--- src/rtl/mc_ctrl_pkg.sv ---
// Shared encodings for the multicycle RV32I controller: states, opcodes, ALU codes,
// mux selects, and the per-state Moore control word.
package mc_ctrl_pkg;

  typedef enum logic [3:0] {
    S_FETCH, S_DECODE, S_MEMADR, S_MEMREAD, S_MEMWB, S_MEMWRITE,
    S_EXECR, S_EXECI, S_ALUWB, S_BRANCH, S_JAL
  } state_t;

  localparam logic [6:0] OP_LW  = 7'b0000011;
  localparam logic [6:0] OP_SW  = 7'b0100011;
  localparam logic [6:0] OP_R   = 7'b0110011;
  localparam logic [6:0] OP_I   = 7'b0010011;
  localparam logic [6:0] OP_B   = 7'b1100011;
  localparam logic [6:0] OP_JAL = 7'b1101111;

  localparam logic [2:0] ALU_ADD = 3'b000;
  localparam logic [2:0] ALU_SUB = 3'b001;
  localparam logic [2:0] ALU_AND = 3'b010;
  localparam logic [2:0] ALU_OR  = 3'b011;
  localparam logic [2:0] ALU_SLT = 3'b101;

  localparam logic [1:0] ALUOP_ADD = 2'b00;
  localparam logic [1:0] ALUOP_SUB = 2'b01;
  localparam logic [1:0] ALUOP_FN  = 2'b10;

  localparam logic [1:0] SRCA_PC    = 2'b00;
  localparam logic [1:0] SRCA_OLDPC = 2'b01;
  localparam logic [1:0] SRCA_RS1   = 2'b10;
  localparam logic [1:0] SRCB_RS2   = 2'b00;
  localparam logic [1:0] SRCB_IMM   = 2'b01;
  localparam logic [1:0] SRCB_FOUR  = 2'b10;
  localparam logic [1:0] RES_ALUOUT = 2'b00;
  localparam logic [1:0] RES_DATA   = 2'b01;
  localparam logic [1:0] RES_ALURES = 2'b10;

  typedef struct packed {
    logic       adr_src;
    logic       mem_write;
    logic       reg_write;
    logic [1:0] result_src;
    logic [1:0] src_a;
    logic [1:0] src_b;
    logic [1:0] aluop;
  } ctrl_t;

  localparam ctrl_t CTRL_FETCH = '{adr_src: 1'b0, mem_write: 1'b0, reg_write: 1'b0,
                                   result_src: RES_ALURES, src_a: SRCA_PC,
                                   src_b: SRCB_FOUR, aluop: ALUOP_ADD};

  // Moore control word; fields a state does not use stay at zero / add.
  function automatic ctrl_t state_ctrl(state_t s);
    ctrl_t c;
    c = '0;
    unique case (s)
      S_FETCH:    c = CTRL_FETCH;
      S_DECODE:   begin c.src_a = SRCA_OLDPC; c.src_b = SRCB_IMM; end
      S_MEMADR:   begin c.src_a = SRCA_RS1;   c.src_b = SRCB_IMM; end
      S_MEMREAD:  c.adr_src = 1'b1;
      S_MEMWB:    begin c.result_src = RES_DATA; c.reg_write = 1'b1; end
      S_MEMWRITE: begin c.adr_src = 1'b1; c.mem_write = 1'b1; end
      S_EXECR:    begin c.src_a = SRCA_RS1; c.src_b = SRCB_RS2; c.aluop = ALUOP_FN; end
      S_EXECI:    begin c.src_a = SRCA_RS1; c.src_b = SRCB_IMM; c.aluop = ALUOP_FN; end
      S_ALUWB:    c.reg_write = 1'b1;
      S_BRANCH:   begin c.src_a = SRCA_RS1; c.src_b = SRCB_RS2; c.aluop = ALUOP_SUB; end
      S_JAL:      begin c.src_a = SRCA_OLDPC; c.src_b = SRCB_FOUR; end
      default:    c = CTRL_FETCH;
    endcase
    return c;
  endfunction

endpackage

--- src/rtl/multicycle_controller_if.sv ---
// Controller <-> datapath bundle: instruction fields and flags in, control strobes out.
interface multicycle_controller_if;
  logic [6:0] op;
  logic [2:0] funct3;
  logic       funct7b5;
  logic       Zero, notZero, LessThan, GreaterEqual;
  logic       mem_ready;
  logic       PCWrite, AdrSrc, MemWrite, IRWrite, RegWrite, illegal;
  logic [1:0] ResultSrc, ALUSrcA, ALUSrcB, ImmSrc;
  logic [2:0] ALUControl;

  modport ctrl (
    input  op, funct3, funct7b5, Zero, notZero, LessThan, GreaterEqual, mem_ready,
    output PCWrite, AdrSrc, MemWrite, IRWrite, ResultSrc, ALUSrcA, ALUSrcB,
           ALUControl, ImmSrc, RegWrite, illegal
  );

  modport dp (
    output op, funct3, funct7b5, Zero, notZero, LessThan, GreaterEqual, mem_ready,
    input  PCWrite, AdrSrc, MemWrite, IRWrite, ResultSrc, ALUSrcA, ALUSrcB,
           ALUControl, ImmSrc, RegWrite, illegal
  );
endinterface

--- src/rtl/alu_decoder.sv ---
// ALU operation decode from aluop class and instruction function fields.
module alu_decoder
  import mc_ctrl_pkg::*;
(
  input  logic [1:0] aluop,
  input  logic [2:0] funct3,
  input  logic       funct7b5,
  input  logic       op5,
  output logic [2:0] alu_control
);
  always_comb begin
    alu_control = ALU_ADD;
    unique case (aluop)
      ALUOP_ADD: alu_control = ALU_ADD;
      ALUOP_SUB: alu_control = ALU_SUB;
      default: begin
        unique case (funct3)
          // op[5] separates R-type from immediates, so addi never subtracts
          3'b000:  alu_control = (funct7b5 && op5) ? ALU_SUB : ALU_ADD;
          3'b010:  alu_control = ALU_SLT;
          3'b110:  alu_control = ALU_OR;
          3'b111:  alu_control = ALU_AND;
          default: alu_control = ALU_ADD;
        endcase
      end
    endcase
  end
endmodule

--- src/rtl/multicycle_controller.sv ---
// Multicycle RV32I control FSM: sequences fetch, decode, memory access and writeback
// over a shared ALU and memory port.
module multicycle_controller
  import mc_ctrl_pkg::*;
(
  input  logic              clk,
  input  logic              reset,
  multicycle_controller_if.ctrl bus
);
  state_t state_q, state_d;
  ctrl_t  ctrl_q, ctrl_d;
  logic   op_ok, taken;

  always_comb begin
    unique case (bus.op)
      OP_LW, OP_SW, OP_R, OP_I, OP_B, OP_JAL: op_ok = 1'b1;
      default:                                op_ok = 1'b0;
    endcase
  end

  always_comb begin
    unique case (bus.funct3)
      3'b000:  taken = bus.Zero;
      3'b001:  taken = bus.notZero;
      3'b100:  taken = bus.LessThan;
      3'b101:  taken = bus.GreaterEqual;
      default: taken = 1'b0;
    endcase
  end

  always_comb begin
    state_d = state_q;
    unique case (state_q)
      S_FETCH:    if (bus.mem_ready) state_d = S_DECODE;
      S_DECODE: begin
        unique case (bus.op)
          OP_LW, OP_SW: state_d = S_MEMADR;
          OP_R:         state_d = S_EXECR;
          OP_I:         state_d = S_EXECI;
          OP_B:         state_d = S_BRANCH;
          OP_JAL:       state_d = S_JAL;
          default:      state_d = S_FETCH;
        endcase
      end
      S_MEMADR:   state_d = (bus.op == OP_LW) ? S_MEMREAD : S_MEMWRITE;
      S_MEMREAD:  if (bus.mem_ready) state_d = S_MEMWB;
      S_MEMWRITE: if (bus.mem_ready) state_d = S_FETCH;
      S_EXECR, S_EXECI, S_JAL: state_d = S_ALUWB;
      default:    state_d = S_FETCH;
    endcase
    // Control word is precomputed for the state being entered so it is a flop output.
    ctrl_d = state_ctrl(state_d);
  end

  always_ff @(posedge clk or negedge reset) begin
    if (!reset) begin
      state_q <= S_FETCH;
      ctrl_q  <= CTRL_FETCH;
    end else begin
      state_q <= state_d;
      ctrl_q  <= ctrl_d;
    end
  end

  alu_decoder u_alu_dec (
    .aluop       (ctrl_q.aluop),
    .funct3      (bus.funct3),
    .funct7b5    (bus.funct7b5),
    .op5         (bus.op[5]),
    .alu_control (bus.ALUControl)
  );

  always_comb begin
    unique case (bus.op)
      OP_SW:   bus.ImmSrc = 2'b01;
      OP_B:    bus.ImmSrc = 2'b10;
      OP_JAL:  bus.ImmSrc = 2'b11;
      default: bus.ImmSrc = 2'b00;
    endcase
  end

  // mem_ready and branch-outcome strobes are combinational; reset masks them
  // so nothing fires while the FSM is held in FETCH.
  assign bus.IRWrite   = reset && (state_q == S_FETCH) && bus.mem_ready;
  assign bus.PCWrite   = reset && (((state_q == S_FETCH) && bus.mem_ready) ||
                                   (state_q == S_JAL) ||
                                   ((state_q == S_BRANCH) && taken));
  assign bus.illegal   = reset && (state_q == S_DECODE) && !op_ok;
  assign bus.AdrSrc    = ctrl_q.adr_src;
  assign bus.MemWrite  = ctrl_q.mem_write;
  assign bus.RegWrite  = ctrl_q.reg_write;
  assign bus.ResultSrc = ctrl_q.result_src;
  assign bus.ALUSrcA   = ctrl_q.src_a;
  assign bus.ALUSrcB   = ctrl_q.src_b;
endmodule
--- src/flat_wrapper.sv ---
// flat-port wrapper written by rule: the top's interface ports become plain ports
module multicycle_controller_flat import mc_ctrl_pkg::*;
  (clk, reset, bus_op, bus_funct3, bus_funct7b5, bus_Zero, bus_notZero, bus_LessThan, bus_GreaterEqual, bus_mem_ready, bus_PCWrite, bus_AdrSrc, bus_MemWrite, bus_IRWrite, bus_ResultSrc, bus_ALUSrcA, bus_ALUSrcB, bus_ALUControl, bus_ImmSrc, bus_RegWrite, bus_illegal);
  multicycle_controller_if bus_i ();
  input  logic clk;
  input  logic reset;
  input wire logic [$bits(bus_i.op)-1:0] bus_op;
  input wire logic [$bits(bus_i.funct3)-1:0] bus_funct3;
  input wire logic [$bits(bus_i.funct7b5)-1:0] bus_funct7b5;
  input wire logic [$bits(bus_i.Zero)-1:0] bus_Zero;
  input wire logic [$bits(bus_i.notZero)-1:0] bus_notZero;
  input wire logic [$bits(bus_i.LessThan)-1:0] bus_LessThan;
  input wire logic [$bits(bus_i.GreaterEqual)-1:0] bus_GreaterEqual;
  input wire logic [$bits(bus_i.mem_ready)-1:0] bus_mem_ready;
  output wire logic [$bits(bus_i.PCWrite)-1:0] bus_PCWrite;
  output wire logic [$bits(bus_i.AdrSrc)-1:0] bus_AdrSrc;
  output wire logic [$bits(bus_i.MemWrite)-1:0] bus_MemWrite;
  output wire logic [$bits(bus_i.IRWrite)-1:0] bus_IRWrite;
  output wire logic [$bits(bus_i.ResultSrc)-1:0] bus_ResultSrc;
  output wire logic [$bits(bus_i.ALUSrcA)-1:0] bus_ALUSrcA;
  output wire logic [$bits(bus_i.ALUSrcB)-1:0] bus_ALUSrcB;
  output wire logic [$bits(bus_i.ALUControl)-1:0] bus_ALUControl;
  output wire logic [$bits(bus_i.ImmSrc)-1:0] bus_ImmSrc;
  output wire logic [$bits(bus_i.RegWrite)-1:0] bus_RegWrite;
  output wire logic [$bits(bus_i.illegal)-1:0] bus_illegal;
  assign bus_i.op = bus_op;
  assign bus_i.funct3 = bus_funct3;
  assign bus_i.funct7b5 = bus_funct7b5;
  assign bus_i.Zero = bus_Zero;
  assign bus_i.notZero = bus_notZero;
  assign bus_i.LessThan = bus_LessThan;
  assign bus_i.GreaterEqual = bus_GreaterEqual;
  assign bus_i.mem_ready = bus_mem_ready;
  assign bus_PCWrite = bus_i.PCWrite;
  assign bus_AdrSrc = bus_i.AdrSrc;
  assign bus_MemWrite = bus_i.MemWrite;
  assign bus_IRWrite = bus_i.IRWrite;
  assign bus_ResultSrc = bus_i.ResultSrc;
  assign bus_ALUSrcA = bus_i.ALUSrcA;
  assign bus_ALUSrcB = bus_i.ALUSrcB;
  assign bus_ALUControl = bus_i.ALUControl;
  assign bus_ImmSrc = bus_i.ImmSrc;
  assign bus_RegWrite = bus_i.RegWrite;
  assign bus_illegal = bus_i.illegal;
  multicycle_controller u_core (.clk(clk), .reset(reset), .bus(bus_i));
endmodule
--- config.mk ---
export PLATFORM = sky130hd
export DESIGN_NAME = multicycle_controller_flat
export DESIGN_NICKNAME = d
export VERILOG_FILES = /design/src/rtl/mc_ctrl_pkg.sv /design/src/rtl/multicycle_controller_if.sv /design/src/rtl/alu_decoder.sv /design/src/rtl/multicycle_controller.sv /design/src/flat_wrapper.sv
export SDC_FILE = /design/constraint.sdc
export NUM_CORES = 1
export LEC_CHECK = 0
export ABC_CLOCK_PERIOD_IN_PS = 3600
export BUFFER_PORTS_ARGS = -buffer_cell sky130_fd_sc_hd__buf_2
export CORE_MARGIN = 4
export CORE_UTILIZATION = 30
export CTS_CLUSTER_DIAMETER = 200
export DETAILED_ROUTE_END_ITERATION = 6
export GPL_TIMING_DRIVEN = 0
export PLACE_DENSITY = 0.53
export SYNTH_ARGS = -nofsm -noshare
export SYNTH_HDL_FRONTEND = slang
export SYNTH_SLANG_ARGS = --single-unit
--- constraint.sdc ---
create_clock -name clk -period 3.6 [get_ports clk]
set_input_delay 0.54 -clock clk [delete_from_list [all_inputs] [get_ports clk]]
set_output_delay 0.54 -clock clk [all_outputs]
set_load 0.05 [all_outputs]
Word level (Yosys, flattened, before mapping)
Cells that the tools add are included.
{"block": "totals", "regBits": 15, "latchBits": 0, "ramBits": 0, "rom_bits": 0, "input_bits": 18, "output_inout_bits": 17, "word_cells": 81, "mem_count": 0}
{"block": "op_classes", "n_addsub": 0, "n_mul": 0, "div": 0, "n_lt_le_gt_ge": 0, "eq_ne": 31, "shift": 0, "mux": 18, "bitwise": 0, "reduce_logical": 24}
{"op": "4-bit one-hot mux with 5 select lines", "n": 2}
{"op": "4-bit by 3-bit equality test with 1-bit output, second input constant", "n": 7}
{"op": "4-bit one-hot mux with 6 select lines", "n": 1}
{"op": "4-bit equality test, second input constant", "n": 5}
{"op": "4-bit by 2-bit equality test with 1-bit output, second input constant", "n": 4}
{"op": "7-bit by 6-bit equality test with 1-bit output, second input constant", "n": 2}
{"op": "7-bit equality test, second input constant", "n": 2}
{"op": "3-bit equality test, second input constant", "n": 4}
{"op": "4-bit 2-to-1 mux", "n": 3}
{"op": "3-bit one-hot mux with 4 select lines", "n": 1}
{"op": "2-bit OR reduction", "n": 6}
{"op": "9-bit OR reduction", "n": 1}
{"op": "4-bit by 1-bit equality test with 1-bit output, second input constant", "n": 2}
{"op": "1-bit logical AND", "n": 8}
{"op": "2-bit one-hot mux with 2 select lines", "n": 2}
{"op": "7-bit by 2-bit equality test with 1-bit output, second input constant", "n": 1}
{"op": "7-bit by 5-bit equality test with 1-bit output, second input constant", "n": 1}
{"op": "2-bit one-hot mux with 3 select lines", "n": 1}
{"op": "3-bit one-hot mux with 2 select lines", "n": 1}
{"op": "6-bit OR reduction", "n": 1}
{"op": "1-bit 2-to-1 mux", "n": 5}
{"op": "4-bit logical NOT", "n": 1}
{"op": "1-bit one-hot mux with 4 select lines", "n": 1}
{"op": "4-bit OR reduction", "n": 1}
{"op": "other kinds (9)", "n": 10}

Longest topological paths before layout
Gate-level depths: netlist (run 1).
{"block": "depth", "word_depth": 7, "mapped_depth": 7, "ltp_nobuf": 6}

Modules after synthesis
From an unflattened synthesis (run 1), not the netlist that was laid out.
{"block": "unflattened", "hier_cells": 100, "hier_area_um2": 1038.5}
{"module": "multicycle_controller", "instances": 1, "cells_each": 93, "area_per_inst_um2": 996.0, "seq_area_each_um2": 377.9}
{"module": "alu_decoder", "instances": 1, "cells_each": 7, "area_per_inst_um2": 42.5, "seq_area_each_um2": 0.0}

Worst setup path after synthesis (run 1)
OpenSTA, ideal clock, no wires.
{"block": "synth_path", "path_kind": "in2out", "start": "in bus_op[4]", "end": "out bus_illegal", "t_arrival_ns": 2.678, "path_slack_ns": 0.382, "path_stages": 3, "path_buffers": 0, "cell_sequence": "nand4b_1 -> nor3b_1 -> nor3_1"}
{"block": "synth_via", "elab_chain_len": 5, "elab_cells_between_ends": 10}
{"element": "start: declaration", "line": "flat_wrapper.sv:7", "rtl": "input wire logic [$bits(bus_i.op)-1:0] bus_op;"}
{"element": "7-bit by 6-bit equality test with 1-bit output, or another cell as far along", "line": "multicycle_controller.sv:15", "rtl": "unique case (bus.op)"}
{"element": "6-bit OR reduction *", "line": "multicycle_controller.sv:15"}
{"element": "1-bit 2-to-1 mux *", "line": "multicycle_controller.sv:15"}
{"element": "1-bit logical NOT *", "line": "multicycle_controller.sv:88", "rtl": "assign bus.illegal = reset && (state_q == S_DECODE) && !op_ok;"}
{"element": "1-bit logical AND *", "line": "multicycle_controller.sv:88"}
{"element": "end: declaration", "line": "flat_wrapper.sv:25", "rtl": "output wire logic [$bits(bus_i.illegal)-1:0] bus_illegal;"}
Mark *: on every way between the ends. The rest lies on a longest branch, timed or not.

Worst setup path in the final report (run 1)
{"block": "layout_path", "start": "reg u_core.state_q[1]", "end": "out bus_illegal"}
{"block": "layout_via", "elab_chain_len": 3}
{"element": "start: declaration", "line": "multicycle_controller.sv:10", "rtl": "state_t state_q, state_d;"}
{"element": "start signal: assignment", "line": "multicycle_controller.sv:60", "rtl": "state_q <= state_d;"}
{"element": "4-bit by 1-bit equality test with 1-bit output", "line": "multicycle_controller.sv:88"}
{"element": "1-bit logical AND (2 in series)", "line": "multicycle_controller.sv:88"}
No other way between the ends.

==> results of run 1 <==
==> stage by stage <==
stage,utilization (%),total power [W]
floorplan,-,0.000257
global placement,39.0,0.000289
detailed placement,39.0,0.000291
CTS,39.9,0.000392
global route,39.9,0.000408
finish,39.9,0.000385
==> final cells by class <==
type / instances / area, µm² / area share (%)
Inverter: 4 / 15.0 / 1.22
Tap cell: 44 / 55.1 / 4.48
Multi-Input combinational cell: 72 / 514 / 41.9
Timing Repair Buffer: 34 / 170 / 13.8
Clock inverter: 1 / 5.00 / 0.407
Clock buffer: 3 / 22.5 / 1.83
Buffer: 9 / 68.8 / 5.60
Sequential cell: 15 / 378 / 30.8
==> report_power, final <==
part	switching, W	internal (W)
logic	0.0000682	0.0000373
registers	0.00000386	0.000177
clock network	0.0000577	0.0000413
==> sequential cells by signal, indices dropped and copies added (netlist names) <==
signal	cells
u_core.bus.ResultSrc	2
u_core.bus.AdrSrc	1
u_core.bus.MemWrite	1
u_core.ctrl_q	2
u_core.bus.ALUSrcA	2
u_core.bus.ALUSrcB	2
u_core.state_q	4
u_core.bus.RegWrite	1
==> worst paths after layout <==
path,to,cells after the start,start
max,bus_illegal,5,u_core.state_q[1]
min,u_core.bus.ALUSrcA[0],1,reset
max reg2reg,u_core.bus.ALUSrcB[0],7,u_core.state_q[1]
min reg2reg,u_core.bus.AdrSrc,2,u_core.state_q[3]
max in group asynchronous,u_core.bus.ALUSrcB[1],1,reset
min in group clk,u_core.ctrl_q[1],2,bus_op[4]
==> worst max-delay path, cell delays in order, from the launching register on <==
cell	delay, ns
dfrtp_1	0.36
buf_2	0.18
nor4b_4	0.53
nand2_1	0.10
nor3_1	0.13
buf_2	0.28
==> cell usage after synthesis, drive strengths merged (2+ instances only) <==
cell type	instances	area, µm²
nor2	15	58.8
dfrtp	13	325
buf	9	68.8
nand2	8	32.5
nor3	5	25.0
inv	4	15.0
a21oi	3	15.0
a32oi	3	26.3
nor2b	3	26.3
nor3b	3	22.5
o21ai	3	18.8
a221oi	2	17.5
and3	2	12.5
dfstp	2	52.6
mux2	2	26.3
nand2b	2	12.5
or3	2	12.5
==> routing by layer <==
metal | up-vias | part of all wire, % | global-route usage (%)
li1 | 435 | - | -
met1 | 408 | 45 | 14.2
met2 | 20 | 48 | 20.6
met3 | 5 | 5.6 | 2.43
met4 | 0 | 1.4 | 3.89
met5 | - | 0 | 0
==> logic make-up (layout without fill, tap and decap cells) <==
kind of cell	Yosys count	in the layout	synth area share, %
and+or+nand+nor	48	48	29.2
buffers and inverters	13	51	8.59
muxes	3	3	3.72
DFF	15	15	38.7
xor gates and xnor gates	1	1	0.898
AOI/OAI and AO/OA	20	20	18.8
==> summary.md, run 1 <==
| Metric | Value |
|---|---|
| Outcome | `finished, final reports clean` |
| Most frequent cells in the layout | `35 x buf_2, 14 x nor2_1, 13 x dfrtp_1` |
| Max cap viols | `0` |
| Peak VDD IR | `124 µV` |
| Avg Cell Area, Syn | `9.76 µm²` |
| Setup Skew | `0.00143 ns` |
| Detailed Place HPWL | `1.79 mm` |
| DP Worst Slack | `1.38 ns` |
| CP endpoint kind | `output port` |
| Htree depth | `1` |
| Fillers | `324` |
| Inst Count DP | `178` |
| Commonest non-fill, non-tap cell in the layout | `buf_2` |
| Worst EP required | `3.06 ns` |
| # rows | `20` |
| Ant diodes | `0` |
| GPL Wtd Cong | `0.808` |
| Synthesis-to-layout area growth | `25.9%` |
| RSZ-0062 raised after global routing | `false` |
| Drt initial violations | `23` |
| Post-CTS sizing | `0` |
| Setup TNS | `0 ns` |
| Final slew viol count | `0` |
| Final hold vios | `0` |
| Post-Syn Nets | `118` |
| DRC | `0` |
| Hold_buf cts | `0` |
| All-layer global routing usage | `11.7%` |
| Leakage | `0.626 nW` |
| First-pass GRT wire length | `3.88 mm` |
| Via density | `4.77` |
| HP Class | `input port to async pin` |
| Netlist cell types | `44` |
| Clock latency on the worst-skew pair | `0.29 ns` |
| R2R Setup Slk | `1.76 ns` |
| Period minus WS final | `2.42 ns` |
| Core area | `0.00308 mm²` |
| I/O Buffers | `34` |
| GR Overflow Total | `0` |
| Worst Setup Start Kind | `flop` |
| I/O Pins | `35` |
| Die area | `0.00423 mm²` |
| Clock sink count | `15` |
| FF+latch count, synth | `15` |
| Critical path type | `flop to output port` |
| Slew margin rel. | `66.4%` |
| Drt first pass iters | `4` |
| CP max FO | `10` |
| Fmax | `412 MHz` |
| Largest net degree at the start of global routing | `18` |
| Dominant synthesized flop cell | `dfrtp_1` |
| Wirelength, routed | `2.31 mm` |
| Ys async rst share | `100%` |
| Final WS setup | `1.18 ns` |
| Postcts setup bufs | `0` |
| Initial antenna violation count | `0` |
| Mapped Cells | `100` |
| CTS clk-pin slew, worst paths | `0.09 ns` |
| TritonCTS clock tree | `done` |
| Num CTS Buffers | `3` |
| YS warnings | `0` |
| Remaining antenna violation count | `0` |
| Hold Slack | `0.149 ns` |
| PD cells | `314 mW/mm²` |
| Worst slew pin tran | `0.501 ns` |
| Placed inst area | `0.00120 mm²` |
| Avg WL per Cell | `12.7 µm` |
| Final count of negative-setup-slack endpoints | `0` |
| Initial Utilization | `31.7%` |
| Final cell count without fillers | `182` |
| Vias in the first global route | `855` |
| Chip height | `65.0 µm` |
| Final Instance Area | `0.00123 mm²` |
| Final period utilization | `67.4%` |
| Die width | `65.0 µm` |
| Root Buffer Master | `clkbuf_4` |
| Layout cell share with drive strength beyond 1 | `43.5%` |
| Mapped Area | `976 µm²` |
| Post-synthesis sequential area ratio | `38.7%` |
| Post-synth EDFFs | `0` |
| Layout Nets | `157` |
| Worst Path Arrival | `1.88 ns` |
| Max clock buf depth | `2` |
| Vias | `868` |
No activity file was read; power rests on OpenSTA's default activity.
==> run 2, diff against run 1 <==
- ABC_AREA: not set -> 1
- ABC_CLOCK_PERIOD_IN_PS: 3600 -> 2400
- clock period: 3.6 -> 2.4 ns (I/O delays scaled with it)
==> run 2 against run 1 <==
Area after synthesis up 3.1%. Core utilization is 0.88 points higher. Sequential power rose by 51%. Critical path type is now input port to output port. Critical endpoint unchanged.
==> summary.md, run 2 <==
| Metric | Value |
|---|---|
| Final slew viol count | `0` |
| Clock sink count | `15` |
| CTS clk-pin slew, worst paths | `0.09 ns` |
| DP Worst Slack | `0.558 ns` |
| I/O Pins | `35` |
| Max cap viols | `0` |
| Post-synth EDFFs | `0` |
| Outcome | `finished, final reports clean` |
| GR Overflow Total | `0` |
| Initial antenna violation count | `0` |
| Final hold vios | `0` |
| Worst Path Arrival | `1.87 ns` |
| Netlist cell types | `26` |
| Leakage | `0.749 nW` |
| Period minus WS final | `2.23 ns` |
| Count leader, synth | `nand2_1` |
| Wirelength, routed | `2.33 mm` |
| Vias | `968` |
| Drt first pass iters | `4` |
| Post-Syn Nets | `154` |
| Via density | `4.42` |
| Hold Slack | `0.373 ns` |
| Initial Utilization | `32.2%` |
| CP max FO | `16` |
| Synthesis-to-layout area growth | `26.9%` |
| Max clock buf depth | `2` |
| DRC | `0` |
| I/O Buffers | `34` |
| Most frequent cells in the layout | `33 x buf_2, 26 x nand2_1, 21 x inv_1` |
| Clock latency on the worst-skew pair | `0.28 ns` |
| Placed inst area | `0.00124 mm²` |
| Post-synthesis sequential area ratio | `37.6%` |
| Ant diodes | `0` |
| Final WS setup | `0.167 ns` |
| Dominant synthesized flop cell | `dfrtp_1` |
| Remaining antenna violation count | `0` |
| Commonest non-fill, non-tap cell in the layout | `buf_2` |
| Layout cell share with drive strength beyond 1 | `39.4%` |
| Critical path type | `input port to output port` |
| FF+latch count, synth | `15` |
| Avg Cell Area, Syn | `7.40 µm²` |
| Setup TNS | `0 ns` |
| Final period utilization | `93.1%` |
| Peak VDD IR | `219 µV` |
| Detailed Place HPWL | `1.92 mm` |
| Slowest CP cell | `dlygate4sd3_1` |
| RSZ-0062 raised after global routing | `false` |
| Setup Skew | `0.00397 ns` |
| Inst Count DP | `214` |
| TritonCTS clock tree | `done` |
| YS warnings | `0` |
| Chip height | `65.9 µm` |
| Ys async rst share | `100%` |
| Die area | `0.00434 mm²` |
| Mapped Cells | `136` |
| Fmax | `448 MHz` |
| Num CTS Buffers | `3` |
| PD cells | `453 mW/mm²` |
| GPL Wtd Cong | `0.812` |
| Post-synth top cells | `26 x nand2_1, 21 x inv_1, 15 x nor2_1` |
| Final cell count without fillers | `219` |
| # rows | `20` |
| HP Class | `input port to flop` |
| Largest net degree at the start of global routing | `17` |
| Area share of the leading cell type in the synthesized netlist | `32.3%` |
| Most area-hungry cell type in the Yosys netlist | `dfrtp_1` |
| Final Instance Area | `0.00128 mm²` |
| Layout Nets | `194` |
| Slowest Stage Delay on Critical Path | `0.52 ns` |
| Worst slew pin tran | `0.340 ns` |
| Largest register FFs | `4` |
| Core area | `0.00313 mm²` |
| Largest Register | `u_core.state_q` |
| Fillers | `336` |
| Slew margin rel. | `77.2%` |
| All-layer global routing usage | `11.9%` |
| Avg WL per Cell | `10.6 µm` |
| Area contributors post-synth | `dfrtp_1 32%, nand2_1 9.7%, inv_1 7.8%, nand3_1 6.0%, nor2_1 5.6%` |
| Worst EP required | `2.04 ns` |
| Root Buffer Master | `clkbuf_4` |
| Mapped Area | `0.00101 mm²` |
| Final count of negative-setup-slack endpoints | `0` |
| Drt initial violations | `12` |
| Vias in the first global route | `951` |
| Worst Setup Start Kind | `input port` |
| Die width | `65.9 µm` |
| Worst-path cell chain | `dlygate4sd3_1 -> clkbuf_4 -> inv_1 -> nor4_2 -> buf_2` |
| Htree depth | `1` |
| CP endpoint kind | `output port` |
| First-pass GRT wire length | `4.04 mm` |
## run 2: cell type report
cell class | count | area, µm² | area share (%)
well taps | 44 | 55.1 | 4.31
clock buffers | 4 | 26.3 | 2.06
plain buffers | 6 | 45.0 | 3.53
inverters | 26 | 100 | 7.84
flip-flops and latches | 15 | 378 | 29.6
multi-input cells | 89 | 489 | 38.3
repair buffers | 35 | 183 | 14.3
## run 2: logic make-up after synthesis
kind of cell / Yosys count / synth area share [%]
AOI/OAI and AO/OA: 8 / 5.22
buffers and inverters: 32 / 14.4
DFF: 15 / 37.6
and+or+nand+nor: 81 / 42.8
## run 2: through the flow
step | utilization (%) | power (W)
after floorplan | - | 0.000392
after global placement | 39.6 | 0.000437
after detailed placement | 39.6 | 0.000440
after CTS | 40.7 | 0.000588
after global routing | 40.8 | 0.000620
final | 40.8 | 0.000579
## run 2: per-layer routing
layer / global-route usage [%] / wire length (µm) / vias up
li1: - / - / 505
met5: 0 / 0 / -
met3: 3.91 / 149 / 0
met2: 21.7 / 1150 / 24
met4: 0.777 / 0 / 0
met1: 14.0 / 1030 / 439
## run 2: final timing paths
path,startpoint,end,slack (ns),depth (start not counted)
worst max-delay path,reset,bus_illegal,0.17,5
worst min-delay path,bus_op[4],u_core.ctrl_q[1],0.37,3
max in group asynchronous,reset,u_core.bus.ALUSrcB[1],1.67,2
worst min register to register,u_core.state_q[2],u_core.bus.ResultSrc[0],0.68,3
min in group asynchronous,reset,u_core.bus.ALUSrcA[1],0.49,2
worst max register to register,u_core.state_q[3],u_core.bus.ALUSrcA[1],0.96,8
## run 2: critical path: cells and delay by family
kind	cells	cell delay [ns]
and+or+nand+nor	1	0.29
buffers and inverters	4	1.22
## run 2: what timing repair did
| item | in CTS | in global routing |
|---|---|---|
| hold buffers | 1 | 0 |
| gates resized for setup | 0 | 1 |
| setup buffers | 0 | 0 |
| hold endpoints to repair | 13 | 0 |
| endpoints found under the setup margin | 0 | 1 |
## run 2: report_power, final
group	total (W)	internal, W	switching [W]	leakage, nW
combinational	0.000162	0.0000505	0.000112	0.537
clock	0.000144	0.0000646	0.0000792	0.0150
sequential	0.000273	0.000267	0.00000574	0.198
==> run 3, diff against run 2 <==
- ABC_CLOCK_PERIOD_IN_PS: 2400 -> not set
- BUFFER_PORTS_ARGS: -buffer_cell sky130_fd_sc_hd__buf_2 -> not set
- DONT_BUFFER_PORTS: not set -> 1
- MAX_ROUTING_LAYER: not set -> met4
- PLACE_DENSITY: 0.53 -> 0.44
==> run 3 against run 2 <==
Register-to-register slack lost 0.02 ns. Non-clock buffer count shrank 33. Routed wire length shrank 4.9%. Clock-buffer cell count is the same. Fmax shrank 1.3%. Sequential share of layout area grew 3.9 points. Critical path depth shrank 2. Combinational power shrank 19%. Sequential cell count is the same. First-iteration DRC count grew 75%. Sequential power grew 1%. Critical path type is now flop to output port. Critical endpoint is now bus_IRWrite. Largest power group unchanged.
==> summary.md, run 3 (synthesis gave the netlist of run 2 again) <==
| Metric | Value |
|---|---|
| Outcome | `finished, final reports clean` |
| DRC | `0` |
| Worst EP required | `2.04 ns` |
| Root Buffer Master | `clkbuf_4` |
| Avg WL per Cell | `11.9 µm` |
| Setup TNS | `0 ns` |
| Final slew viol count | `0` |
| Die area | `0.00434 mm²` |
| Slowest CP cell | `nor2_1` |
| Worst-path cell chain | `nor2_4 -> nand3_1 -> nor2_1` |
| Slowest Stage Delay on Critical Path | `0.75 ns` |
| Max clock buf depth | `2` |
| Final hold vios | `0` |
| Slew margin rel. | `31.5%` |
| CP max FO | `6` |
| I/O Pins | `35` |
| # rows | `20` |
| Postcts setup bufs | `0` |
| RSZ-0062 raised after global routing | `false` |
| Worst Path Arrival | `1.90 ns` |
| Largest Register | `u_core.state_q` |
| GR Overflow Total | `0` |
| Remaining antenna violation count | `0` |
| Largest net degree at the start of global routing | `16` |
| Layout Nets | `161` |
| Num CTS Buffers | `3` |
| TritonCTS clock tree | `done` |
| Max cap viols | `0` |
| Drt initial violations | `21` |
| Fmax | `442 MHz` |
| Peak VDD IR | `324 µV` |
| Placed inst area | `0.00107 mm²` |
| PD cells | `485 mW/mm²` |
| Setup Skew | `0.00569 ns` |
| CP endpoint kind | `output port` |
| Synthesis-to-layout area growth | `12.2%` |
| Leakage | `0.601 nW` |
| Critical path type | `flop to output port` |
| First-pass GRT wire length | `3.83 mm` |
| Vias | `850` |
| Total power | `0.000547 W` |
| Clock latency on the worst-skew pair | `0.28 ns` |
| Most frequent cells in the layout | `26 x nand2_1, 21 x inv_1, 15 x nor2_1` |
| Period minus WS final | `2.26 ns` |
| Core area | `0.00313 mm²` |
| Worst slew pin tran | `1.03 ns` |
| Worst Setup Start Kind | `flop` |
| Ant diodes | `0` |
| Drt first pass iters | `4` |
| Initial Utilization | `32.2%` |
| CTS clk-pin slew, worst paths | `0.09 ns` |
| Die width | `65.9 µm` |
| Final period utilization | `94.3%` |
| Initial antenna violation count | `0` |
| Commonest non-fill, non-tap cell in the layout | `nand2_1` |
| I/O Buffers | `0` |
| Final Instance Area | `0.00113 mm²` |
| Chip height | `65.9 µm` |
| All-layer global routing usage | `11.7%` |
| Fillers | `352` |
| Vias in the first global route | `835` |
| Clock sink count | `15` |
| Htree depth | `1` |
| Layout cell share with drive strength beyond 1 | `26.8%` |
| Detailed Place HPWL | `1.83 mm` |
| GPL Wtd Cong | `0.776` |
| HP Class | `input port to flop` |
| Final count of negative-setup-slack endpoints | `0` |
| Wirelength, routed | `2.21 mm` |
| Via density | `4.57` |
| Largest register FFs | `4` |
run 3: changes by cell type in the layout (fill, tap and decap cells not counted):
cell,before,now
a21oi_1,3,2
a21oi_2,1,2
buf_2,33,0
buf_4,6,7
clkbuf_4,4,3
nor3_1,2,1
nor3_2,0,1
nor4_2,1,0
nor4_4,0,1
run 3: path summary, 6_finish.rpt:
| path | startpoint | endpoint | slack, ns | cells past startpoint |
|---|---|---|---|---|
| min in group asynchronous | reset | u_core.bus.MemWrite | 0.53 | 1 |
| min | bus_mem_ready | u_core.bus.AdrSrc | 0.23 | 1 |
| max in group asynchronous | reset | u_core.ctrl_q[0] | 1.46 | 1 |
| max | u_core.state_q[3] | bus_IRWrite | 0.14 | 3 |
| max reg2reg | u_core.state_q[3] | u_core.bus.ALUSrcA[1] | 0.94 | 8 |
| min reg2reg | u_core.state_q[2] | u_core.bus.ResultSrc[0] | 0.66 | 3 |
run 3: power breakdown:
group | internal [W] | switching, W | total (W)
sequential | 0.000267 | 0.0000105 | 0.000277
clock | 0.0000644 | 0.0000744 | 0.000139
combinational | 0.0000349 | 0.0000961 | 0.000131
run 3: critical path, delay by kind of cell, from the launching register on:
kind | cells | cell delay (ns)
flops | 1 | 0.44
simple gates | 3 | 1.18
run 3: area by class of cell:
cell class | instances | area [µm²] | share of cell area, %
multi-input cells | 89 | 507 | 44.9
flip-flops and latches | 15 | 378 | 33.5
inverters | 26 | 100 | 8.87
well taps | 44 | 55.1 | 4.88
plain buffers | 6 | 45.0 | 3.99
clock buffers | 4 | 26.3 | 2.33
repair buffers | 2 | 17.5 | 1.55
run 3: per-stage QoR:
| stage | std cells | hold WS (ns) | util, % | worst slack, ns |
|---|---|---|---|---|
| after detailed placement | 181 | 0.0649 | 34.4 | 0.184 |
| after global routing | 186 | 0.233 | 36.1 | 0.0192 |
| final | 186 | 0.231 | 36.1 | 0.136 |
| after global placement | 180 | 0.0650 | 34.1 | 0.181 |
| after CTS | 186 | 0.227 | 35.9 | 0.111 |
| after floorplan | 136 | 0.0644 | - | 0.304 |
run 3: what timing repair did:
action / in CTS / in global routing
endpoints found under the hold margin: 15 / 0
resized for setup: 2 / 0
setup endpoints to repair: 2 / 0
hold buffers: 1 / 0
run 3: layer usage:
metal  part of all wire, %  wire length [µm]  global-route usage (%)
met4                  0.36                 8                    1.55
met5                     0                 0                       -
met2                    46              1010                    18.0
met3                   8.6               191                    4.25
met1                    45              1010                    15.0
